===== config.mk =====
export PLATFORM = sky130hd
export DESIGN_NAME = io_port_bank
export DESIGN_NICKNAME = d
export VERILOG_FILES = /design/src/rtl/io_port_bank.sv
export SDC_FILE = /design/constraint.sdc
export NUM_CORES = 1
export LEC_CHECK = 0
export ABC_AREA = 1
export CAP_MARGIN = 20
export CORE_ASPECT_RATIO = 1.5
export CORE_MARGIN = 5
export CORE_UTILIZATION = 45
export DETAILED_ROUTE_END_ITERATION = 16
export PLACE_DENSITY_LB_ADDON = 0.08
export RECOVER_POWER = 50
export SLEW_MARGIN = 40
export SYNTH_ARGS = -nofsm -noshare
export SYNTH_HDL_FRONTEND = slang
export SYNTH_SLANG_ARGS = --single-unit

===== constraint.sdc =====
create_clock -name clk -period 3.4 [get_ports clk]
set_input_delay 0.34 -clock clk [delete_from_list [all_inputs] [get_ports clk]]
set_output_delay 0.34 -clock clk [all_outputs]
set_load 0.05 [all_outputs]

===== src/rtl/io_port_bank.sv =====
// rtl/io_port_bank.sv - Risc16 I/O bus port bank: output registers, synchronised inputs, sticky edge flags
//
// Ports:
//   clk             single clock
//   rst             synchronous active-high reset
//   io_address      bus address; [15:8] selects the bank, [7:4] group, [3:0] index
//   io_write_value  write data
//   io_write_en     write strobe
//   io_read_en      read strobe
//   io_read_value   registered read data, held until the next read or reset
//   io_read_valid   one-cycle pulse per read
//   in_pins         asynchronous input ports, port j at [j*DATA_W +: DATA_W]
//   out_pins        output registers, packed the same way
module io_port_bank #(
    parameter int                DATA_W      = 16,
    parameter int                N_OUT       = 4,
    parameter int                N_IN        = 2,
    parameter logic [7:0]        BASE_HI     = 8'hFF,
    parameter int                SYNC_STAGES = 2,
    parameter logic [DATA_W-1:0] OUT_RESET   = '0
) (
    input  logic                    clk,
    input  logic                    rst,
    input  logic [15:0]             io_address,
    input  logic [DATA_W-1:0]       io_write_value,
    input  logic                    io_write_en,
    input  logic                    io_read_en,
    output logic [DATA_W-1:0]       io_read_value,
    output logic                    io_read_valid,
    input  logic [N_IN*DATA_W-1:0]  in_pins,
    output logic [N_OUT*DATA_W-1:0] out_pins
);

    localparam logic [3:0] GRP_OUT  = 4'd0;
    localparam logic [3:0] GRP_SET  = 4'd1;
    localparam logic [3:0] GRP_CLR  = 4'd2;
    localparam logic [3:0] GRP_TGL  = 4'd3;
    localparam logic [3:0] GRP_IN   = 4'd4;
    localparam logic [3:0] GRP_EDGE = 4'd5;

    localparam int              CNT_W         = $clog2(SYNC_STAGES + 2);
    localparam logic [CNT_W-1:0] SUPPRESS_LOAD = CNT_W'(SYNC_STAGES + 1);

    logic [DATA_W-1:0] out_regs [N_OUT];
    logic [DATA_W-1:0] out_next [N_OUT];
    logic [DATA_W-1:0] sync_q   [N_IN][SYNC_STAGES];
    logic [DATA_W-1:0] prev_q   [N_IN];
    logic [DATA_W-1:0] flags    [N_IN];
    logic [DATA_W-1:0] edge_clr [N_IN];
    logic [DATA_W-1:0] rise     [N_IN];
    logic [DATA_W-1:0] rd_data;
    logic [CNT_W-1:0]  suppress_cnt;

    logic       select;
    logic [3:0] group;
    logic [3:0] index;
    logic       wr_sel;
    logic       rd_sel;
    logic       edge_en;

    assign select  = (io_address[15:8] == BASE_HI);
    assign group   = io_address[7:4];
    assign index   = io_address[3:0];
    assign wr_sel  = io_write_en && select;
    assign rd_sel  = io_read_en && select;
    // Flags may only set once the synchroniser has flushed the zeros loaded at reset,
    // so a pin held high through reset never looks like a fresh rising edge.
    assign edge_en = (suppress_cnt == '0);

    genvar g;
    for (g = 0; g < N_OUT; g++) begin : g_out
        assign out_pins[g*DATA_W +: DATA_W] = out_regs[g];
    end

    // Next value of each output register under the four write modes.
    always_comb begin
        for (int i = 0; i < N_OUT; i++) begin
            out_next[i] = out_regs[i];
            if (wr_sel && index == 4'(i)) begin
                case (group)
                    GRP_OUT: out_next[i] = io_write_value;
                    GRP_SET: out_next[i] = out_regs[i] | io_write_value;
                    GRP_CLR: out_next[i] = out_regs[i] & ~io_write_value;
                    GRP_TGL: out_next[i] = out_regs[i] ^ io_write_value;
                    default: out_next[i] = out_regs[i];
                endcase
            end
        end
    end

    // Clear masks (read-to-clear and write-1-to-clear) and rising-edge detect per input port.
    always_comb begin
        for (int j = 0; j < N_IN; j++) begin
            edge_clr[j] = '0;
            if (group == GRP_EDGE && index == 4'(j)) begin
                if (rd_sel) begin
                    edge_clr[j] = '1;
                end
                if (wr_sel) begin
                    edge_clr[j] = edge_clr[j] | io_write_value;
                end
            end
            rise[j] = sync_q[j][SYNC_STAGES-1] & ~prev_q[j];
        end
    end

    // Read mux; unselected or unmapped addresses read as zero.
    always_comb begin
        rd_data = '0;
        if (select) begin
            case (group)
                GRP_OUT, GRP_SET, GRP_CLR, GRP_TGL: begin
                    for (int i = 0; i < N_OUT; i++) begin
                        if (index == 4'(i)) begin
                            rd_data = out_regs[i];
                        end
                    end
                end
                GRP_IN: begin
                    for (int j = 0; j < N_IN; j++) begin
                        if (index == 4'(j)) begin
                            rd_data = sync_q[j][SYNC_STAGES-1];
                        end
                    end
                end
                GRP_EDGE: begin
                    for (int j = 0; j < N_IN; j++) begin
                        if (index == 4'(j)) begin
                            rd_data = flags[j];
                        end
                    end
                end
                default: rd_data = '0;
            endcase
        end
    end

    always_ff @(posedge clk) begin
        if (rst) begin
            for (int i = 0; i < N_OUT; i++) begin
                out_regs[i] <= OUT_RESET;
            end
            for (int j = 0; j < N_IN; j++) begin
                for (int s = 0; s < SYNC_STAGES; s++) begin
                    sync_q[j][s] <= '0;
                end
                prev_q[j] <= '0;
                flags[j]  <= '0;
            end
            suppress_cnt  <= SUPPRESS_LOAD;
            io_read_value <= '0;
            io_read_valid <= 1'b0;
        end else begin
            if (suppress_cnt != '0) begin
                suppress_cnt <= suppress_cnt - CNT_W'(1);
            end
            for (int i = 0; i < N_OUT; i++) begin
                out_regs[i] <= out_next[i];
            end
            for (int j = 0; j < N_IN; j++) begin
                sync_q[j][0] <= in_pins[j*DATA_W +: DATA_W];
                for (int s = 1; s < SYNC_STAGES; s++) begin
                    sync_q[j][s] <= sync_q[j][s-1];
                end
                prev_q[j] <= sync_q[j][SYNC_STAGES-1];
                // A new edge outranks a clear landing on the same bit in the same cycle.
                flags[j]  <= (flags[j] & ~edge_clr[j]) | (edge_en ? rise[j] : '0);
            end
            io_read_valid <= io_read_en;
            if (io_read_en) begin
                io_read_value <= rd_data;
            end
        end
    end

endmodule

==> results of run 1 <==
area by class of cell:
| class | instances | area (um^2) | area share, % |
|---|---|---|---|
| Inverter | 207 | 777 | 5.49 |
| Sequential cell | 211 | 4220 | 29.8 |
| Tap cell | 333 | 417 | 2.94 |
| Clock inverter | 11 | 145 | 1.03 |
| Multi-Input combinational cell | 1161 | 6250 | 44.2 |
| Clock buffer | 27 | 621 | 4.38 |
| Timing Repair Buffer | 176 | 1720 | 12.2 |
metal layers:
layer / share of wire (%) / vias up / track usage, %
met5: 0 / - / 0
met3: 5.4 / 86 / 2.86
li1: - / 5492 / -
met1: 40 / 5018 / 29.7
met2: 50 / 341 / 43.2
met4: 5.0 / 0 / 11.4
sequential cells by signal, summed over array words and instances (netlist names):
name	cells
prev_q	32
io_read_value	16
out_regs	64
flags	32
sync_q	64
io_read_valid	1
suppress_cnt	2
metrics by stage:
| stage | cells | area, um^2 | hold slack [ps] | utilization (%) |
|---|---|---|---|---|
| 2_1_floorplan | 1664 | 11700 | 388 | - |
| 3_3_place_gp | 2088 | 13400 | 390 | 52.2 |
| 3_5_place_dp | 2088 | 13400 | 393 | 52.2 |
| 4_1_cts | 2126 | 14200 | 316 | 55.2 |
| 5_1_grt | 2126 | 14200 | 331 | 55.1 |
| 6_report | 2126 | 14200 | 329 | 55.1 |
worst paths after layout:
check,to,cells past startpoint,start
hold / removal,sync_q[1][24],3,in_pins[24]
setup reg to reg,flags[0][31],7,suppress_cnt[0]
setup / recovery,out_regs[3][15],7,io_address[7]
hold reg to reg,sync_q[0][14],2,sync_q[0][30]
tightest hold or removal path, stage by stage:
cell	delay, ps
sky130_fd_sc_hd__clkdlybuf4s50_1	390
sky130_fd_sc_hd__inv_1	50
sky130_fd_sc_hd__nor2_1	30
cell families (layout without fill, tap and decap cells):
kind of cell,count (synthesis),in the layout,synth area share [%]
compound gates,224,224,11.8
fa+ha+maj,129,129,13.8
buf+inv,292,421,10.3
flops,211,211,36.1
simple gates,808,808,28.0
synthesized netlist by cell type (2+ instances only):
| master | instances |
|---|---|
| sky130_fd_sc_hd__buf_1 | 3 |
| sky130_fd_sc_hd__clkbuf_2 | 2 |
| sky130_fd_sc_hd__a21oi_1 | 62 |
| sky130_fd_sc_hd__a21oi_2 | 5 |
| sky130_fd_sc_hd__dfxtp_1 | 211 |
| sky130_fd_sc_hd__o21ai_1 | 13 |
| sky130_fd_sc_hd__inv_1 | 200 |
| sky130_fd_sc_hd__nand2_1 | 365 |
| sky130_fd_sc_hd__nand3_1 | 90 |
| sky130_fd_sc_hd__buf_2 | 38 |
| sky130_fd_sc_hd__nor2_4 | 8 |
| sky130_fd_sc_hd__nor2_2 | 5 |
| sky130_fd_sc_hd__nand4_1 | 4 |
| sky130_fd_sc_hd__ha_1 | 129 |
| sky130_fd_sc_hd__o21ai_0 | 83 |
| sky130_fd_sc_hd__o2111ai_1 | 60 |
| sky130_fd_sc_hd__inv_2 | 6 |
| sky130_fd_sc_hd__nor2_1 | 328 |
| sky130_fd_sc_hd__nand2_2 | 4 |
| sky130_fd_sc_hd__buf_4 | 6 |
| sky130_fd_sc_hd__clkbuf_1 | 32 |
| sky130_fd_sc_hd__buf_6 | 4 |
power groups by stage:
stage | logic [mW] | registers (mW) | clock network [mW]
6_report | 0.492 | 2.55 | 2.57
5_1_grt | 0.550 | 2.55 | 2.73
4_1_cts | 0.498 | 2.55 | 2.62
3_5_place_dp | 0.496 | 2.61 | 0
3_3_place_gp | 0.485 | 2.60 | 0
2_1_floorplan | 0.301 | 2.60 | 0
==> impl_summary.log, run 1 <==
INFO  metric totalNegativeSetupSlack = 0 ps
INFO  metric final_common_cell = sky130_fd_sc_hd__nand2_1
INFO  metric mappedNetlistArea = 11,700 um^2
INFO  metric seq_area_frac_synth = 36.1%
INFO  metric synth.lib_cells_used.distinct = 28
INFO  metric p_clk_share = 45.8%
INFO  metric timing.final.hold_violations = 0
INFO  metric io-pin-count = 149
INFO  metric netlist_instances = 1,664
INFO  metric cp_cell_sequence = dlygate4sd3_1 > nor2_1 > nand3_4 > nor2_4 > inv_2 > nor2_1 > a21oi_1
INFO  metric die_h = ~210 um
INFO  metric max-vdd-ir-drop = 332 uV
INFO  metric max_stage_delay = 750 ps
INFO  metric vias_in_the_first_global_route = about 11,000
INFO  metric number_of_enable_flip_flop_cells_after_synthesis = 0
INFO  metric combinational_share_of_power = 8.8%
INFO  metric routed_via_density = 5.14
INFO  metric quantity_of_hold_fixing_buffers_added_after_cts = 0
INFO  metric cts_resized = 0
INFO  metric worst_pin_slew = 1100 ps
INFO  metric timing.slew.headroom = 26.7%
INFO  metric timing.critical_path.from_type = input pin
INFO  metric first_iter_violations = 779
INFO  metric grt_antenna_before_repair = 0
INFO  metric rrSetupSlack = approximately 1800 ps
INFO  metric cts_buffer_depth = 3
INFO  metric fillCellCount = 2,559
INFO  metric ys_top_cells_by_area = sky130_fd_sc_hd__dfxtp_1, sky130_fd_sc_hd__ha_1, sky130_fd_sc_hd__nand2_1, sky130_fd_sc_hd__nor2_1, sky130_fd_sc_hd__inv_1
INFO  metric syn-mean-instance-area = ~7 um^2
INFO  metric numCtsBuffers = 22
INFO  metric area_growth_from_synthesis_to_layout = 21.1%
INFO  metric floorplan.die.width = about 140 um
INFO  metric cellInternalPower = 4.24 mW
INFO  metric worst-endpoint-arrival = 2900 ps
INFO  metric num_antenna_cells = 0
INFO  metric drtAntennaViolNets = 0
INFO  metric grt_setup_unrepaired = false
INFO  metric fin_nets = 1,976
INFO  metric status = complete, no violations
INFO  metric post-synth-top-area-cell = sky130_fd_sc_hd__dfxtp_1
INFO  metric grt_first_pass_wirelength = 58.1 mm
INFO  metric final_critical_path_setup_slack = slightly above 900 ps
INFO  metric floorplan.die_area = 29,400 um^2
INFO  metric fin_skew = 21.4 ps
INFO  metric final_setup_violation_count = 0
INFO  metric pwr-share-seq = 45.4%
INFO  metric clock_latency_on_the_worst_skew_pair = ~530 ps
INFO  metric fmax = 403 MHz
INFO  metric post-synth-top-area-fraction = 36.1%
INFO  metric worstPathBufferInverterCount = 2
INFO  metric cts_setup_buffers = 0
INFO  metric initial_utilization = between 40% and 50%
INFO  metric cp_data_required_time = between 3000 and 4000 ps
INFO  metric number_of_remaining_drc_errors = 0
INFO  metric worstHoldPathType = input pin to flip-flop
INFO  metric crit_path_capture_type = flip-flop
INFO  metric placeableCoreArea = 25,700 um^2
INFO  metric critical_path_class = input pin to flip-flop
INFO  metric global_route.overflow_total = 0
INFO  metric yosys_most_used_dff = sky130_fd_sc_hd__dfxtp_1
INFO  metric count_of_input_and_output_buffers = 148
INFO  metric pwr_density_cell = 397 nW/um^2
INFO  metric cpMostUsedCell = sky130_fd_sc_hd__nor2_1
INFO  metric cp_slowest_cell = sky130_fd_sc_hd__nor2_1
INFO  metric layout.cells.most_common_list = sky130_fd_sc_hd__nand2_1, sky130_fd_sc_hd__nor2_1, sky130_fd_sc_hd__dfxtp_1
INFO  metric place_worst_setup_slack = about 750 ps
INFO  metric cap_violations = 0
INFO  metric asyncSetResetFlopFracSynth = 0%
INFO  metric drt_pre_antenna_iters = 7
INFO  metric detailroute.via_count = 10,900
INFO  metric cts_num_sinks = 211
INFO  metric slew_viol_final = 0
INFO  metric wl_per_cell = 17.3 um
INFO  metric cts.reportedPaths.clkPinSlew = 70 ps
INFO  metric synth_warnings = 0
INFO  metric switching_share_of_power = 24.5%
INFO  metric synth_nets = 1,861
INFO  metric cpLargestDelayFamily = simple AND/OR/NAND/NOR gates
INFO  metric power.static_leakage = between 6 and 7 nW
INFO  metric number_of_levels_the_h_tree_was_split_into = 1
INFO  metric min_period = between 2000 and 2500 ps
INFO  metric largest_net_degree_at_the_start_of_global_routing = 67
INFO  metric net-switching-power = 1.38 mW
INFO  metric place.detailed.hpwl = 26.3 mm
INFO  metric global_placement_routability_congestion = just under 0.9
INFO  metric root_buffer_cell = sky130_fd_sc_hd__clkbuf_16
INFO  metric power = 5.62 mW
INFO  metric grt_usage = 24.6%
INFO  metric layout-drive-gt1-share = under 10%
INFO  metric timing.critical_path.fanout_max = 17
INFO  metric floorplan.rows = 72
INFO  metric synth_seq_cells = about 210
INFO  metric wl = around 37 mm
INFO  metric cts_tree = built
INFO  metric final.period_utilization = ~73%
No activity file was read; power rests on OpenSTA's default activity.
==> inputs of run 2 (changes only) <==
- clock period: 3.4 -> 2.13 ns (I/O delays scaled with it)
==> impl_summary.log, run 2 (synthesis gave the netlist of run 1 again) <==
INFO  metric status = finished with violations
INFO  metric failed_checks = capacitance limit, slew limit
INFO  metric grt_first_pass_wirelength = 57.3 mm
INFO  metric floorplan.die_area = 29,400 um^2
INFO  metric cts_buffer_depth = 3
INFO  metric slew_viol_final = 148
INFO  metric timing.final.hold_violations = 0
INFO  metric cp_cell_sequence = clkdlybuf4s50_1
INFO  metric place_worst_setup_slack = -52.0 ps
INFO  metric grt_setup_unrepaired = false
INFO  metric largest_net_degree_at_the_start_of_global_routing = 148
INFO  metric timing.slew.headroom = -6.38%
INFO  metric final_setup_violation_count = 0
INFO  metric final_common_cell = sky130_fd_sc_hd__nand2_1
INFO  metric worstPathBufferInverterCount = 1
INFO  metric worst_pin_slew = around 1600 ps
INFO  metric worst-endpoint-arrival = approximately 1900 ps
INFO  metric cp_slowest_cell = sky130_fd_sc_hd__clkdlybuf4s50_1
INFO  metric crit_path_capture_type = output pin
INFO  metric clock_latency_on_the_worst_skew_pair = 510 ps
INFO  metric layout.cells.most_common_list = sky130_fd_sc_hd__nand2_1, sky130_fd_sc_hd__nor2_1, sky130_fd_sc_hd__dfxtp_1
INFO  metric cts_resized = 0
INFO  metric root_buffer_cell = sky130_fd_sc_hd__clkbuf_16
INFO  metric global_route.overflow_total = 0
INFO  metric number_of_remaining_drc_errors = 0
INFO  metric final_critical_path_setup_slack = 45.1 ps
INFO  metric fmax = roughly 480 MHz
INFO  metric max_stage_delay = 870 ps
INFO  metric global_placement_routability_congestion = approximately 0.87
INFO  metric initial_utilization = a little under half
INFO  metric number_of_levels_the_h_tree_was_split_into = 1
INFO  metric vias_in_the_first_global_route = 10,500
INFO  metric final.period_utilization = 97.9%
INFO  metric worstHoldPathType = input pin to flip-flop
INFO  metric finish.instance_area = around 14,000 um^2
INFO  metric cts.reportedPaths.clkPinSlew = approximately 70 ps
INFO  metric pwr_density_cell = 611 nW/um^2
INFO  metric max-vdd-ir-drop = approximately 640 uV
INFO  metric io-pin-count = ~150
INFO  metric drtAntennaViolNets = 0
INFO  metric layout-drive-gt1-share = 6.75%
INFO  metric cts_tree = built
INFO  metric post-place-cells = approximately 2,100
INFO  metric timing.critical_path.from_type = flip-flop
INFO  metric floorplan.rows = a little over 70
INFO  metric fin_nets = about 2,000
INFO  metric cts_setup_buffers = 0
INFO  metric grt_usage = between 20% and 30%
INFO  metric stdcell_count = 2,155
INFO  metric area_growth_from_synthesis_to_layout = 23.6%
INFO  metric fin_util = 56.3%
INFO  metric timing.critical_path.fanout_max = 5
INFO  metric placeableCoreArea = 25,700 um^2
INFO  metric totalNegativeSetupSlack = 0 ps
INFO  metric floorplan.die.width = between 100 and 150 um
INFO  metric count_of_input_and_output_buffers = 148
INFO  metric whs = 215 ps
INFO  metric place.detailed.hpwl = 26.3 mm
INFO  metric critical_path_class = flip-flop to output pin
INFO  metric routed_via_density = 5.10
INFO  metric detailroute.via_count = 11,000
INFO  metric wl_per_cell = 16.8 um
INFO  metric numCtsBuffers = 21
INFO  metric power = slightly below 9 mW
INFO  metric quantity_of_hold_fixing_buffers_added_after_cts = 0
INFO  metric cap_violations = 1
INFO  metric top_regs = out_regs: 64 flops, sync_q: 64 flops
INFO  metric placement.cell_area = 13,800 um^2
INFO  metric cp_data_required_time = 1920 ps
INFO  metric cpLargestDelayFamily = buffers and inverters
INFO  metric wl = 36.3 mm
INFO  metric min_period = 2080 ps
INFO  metric power.static_leakage = 6.20 nW
INFO  metric die_h = 207 um
INFO  metric cts_num_sinks = roughly 210
INFO  metric grt_antenna_before_repair = 1
INFO  metric drt_pre_antenna_iters = 5
INFO  metric fin_skew = 9.68 ps
INFO  metric first_iter_violations = around 780
[run 2: area by class of cell]
| class | count | area (um^2) |
|---|---|---|
| Tap cell | 333 | 417 |
| Multi-Input combinational cell | 1161 | 6250 |
| Fill cell | 2604 | 11200 |
| Clock buffer | 22 | 529 |
| Sequential cell | 211 | 4220 |
| Timing Repair Buffer | 207 | 2070 |
| Antenna cell | 1 | 2.50 |
| Inverter | 207 | 777 |
| Clock inverter | 13 | 181 |
[run 2: power by group]
part | internal, mW | leakage, nW | switching (mW) | total (mW)
combinational | 0.330 | 4.14 | 0.500 | 0.830
clock | 2.30 | 0.345 | 1.63 | 3.93
sequential | 4.04 | 1.72 | 0.0377 | 4.07
total | 6.67 | 6.20 | 2.17 | 8.83
[run 2: worst paths after layout]
| kind | start | to | slack, ps | cells after the start |
|---|---|---|---|---|
| setup / recovery | out_regs[1][14] | out_pins[30] | 50 | 1 |
| hold / removal | in_pins[0] | sync_q[0][16] | 210 | 3 |
| setup reg to reg | suppress_cnt[0] | flags[0][8] | 500 | 5 |
| hold reg to reg | sync_q[1][17] | sync_q[1][1] | 400 | 2 |
[run 2: metal layers]
layer  GRT usage, %  part of all wire [%]  up-vias
li1               -                     -     5543
met1           29.4                    41     5082
met2           42.6                    50      298
met3           2.56                   4.9       74
met4           11.3                   5.0        0
met5              0                     0        -
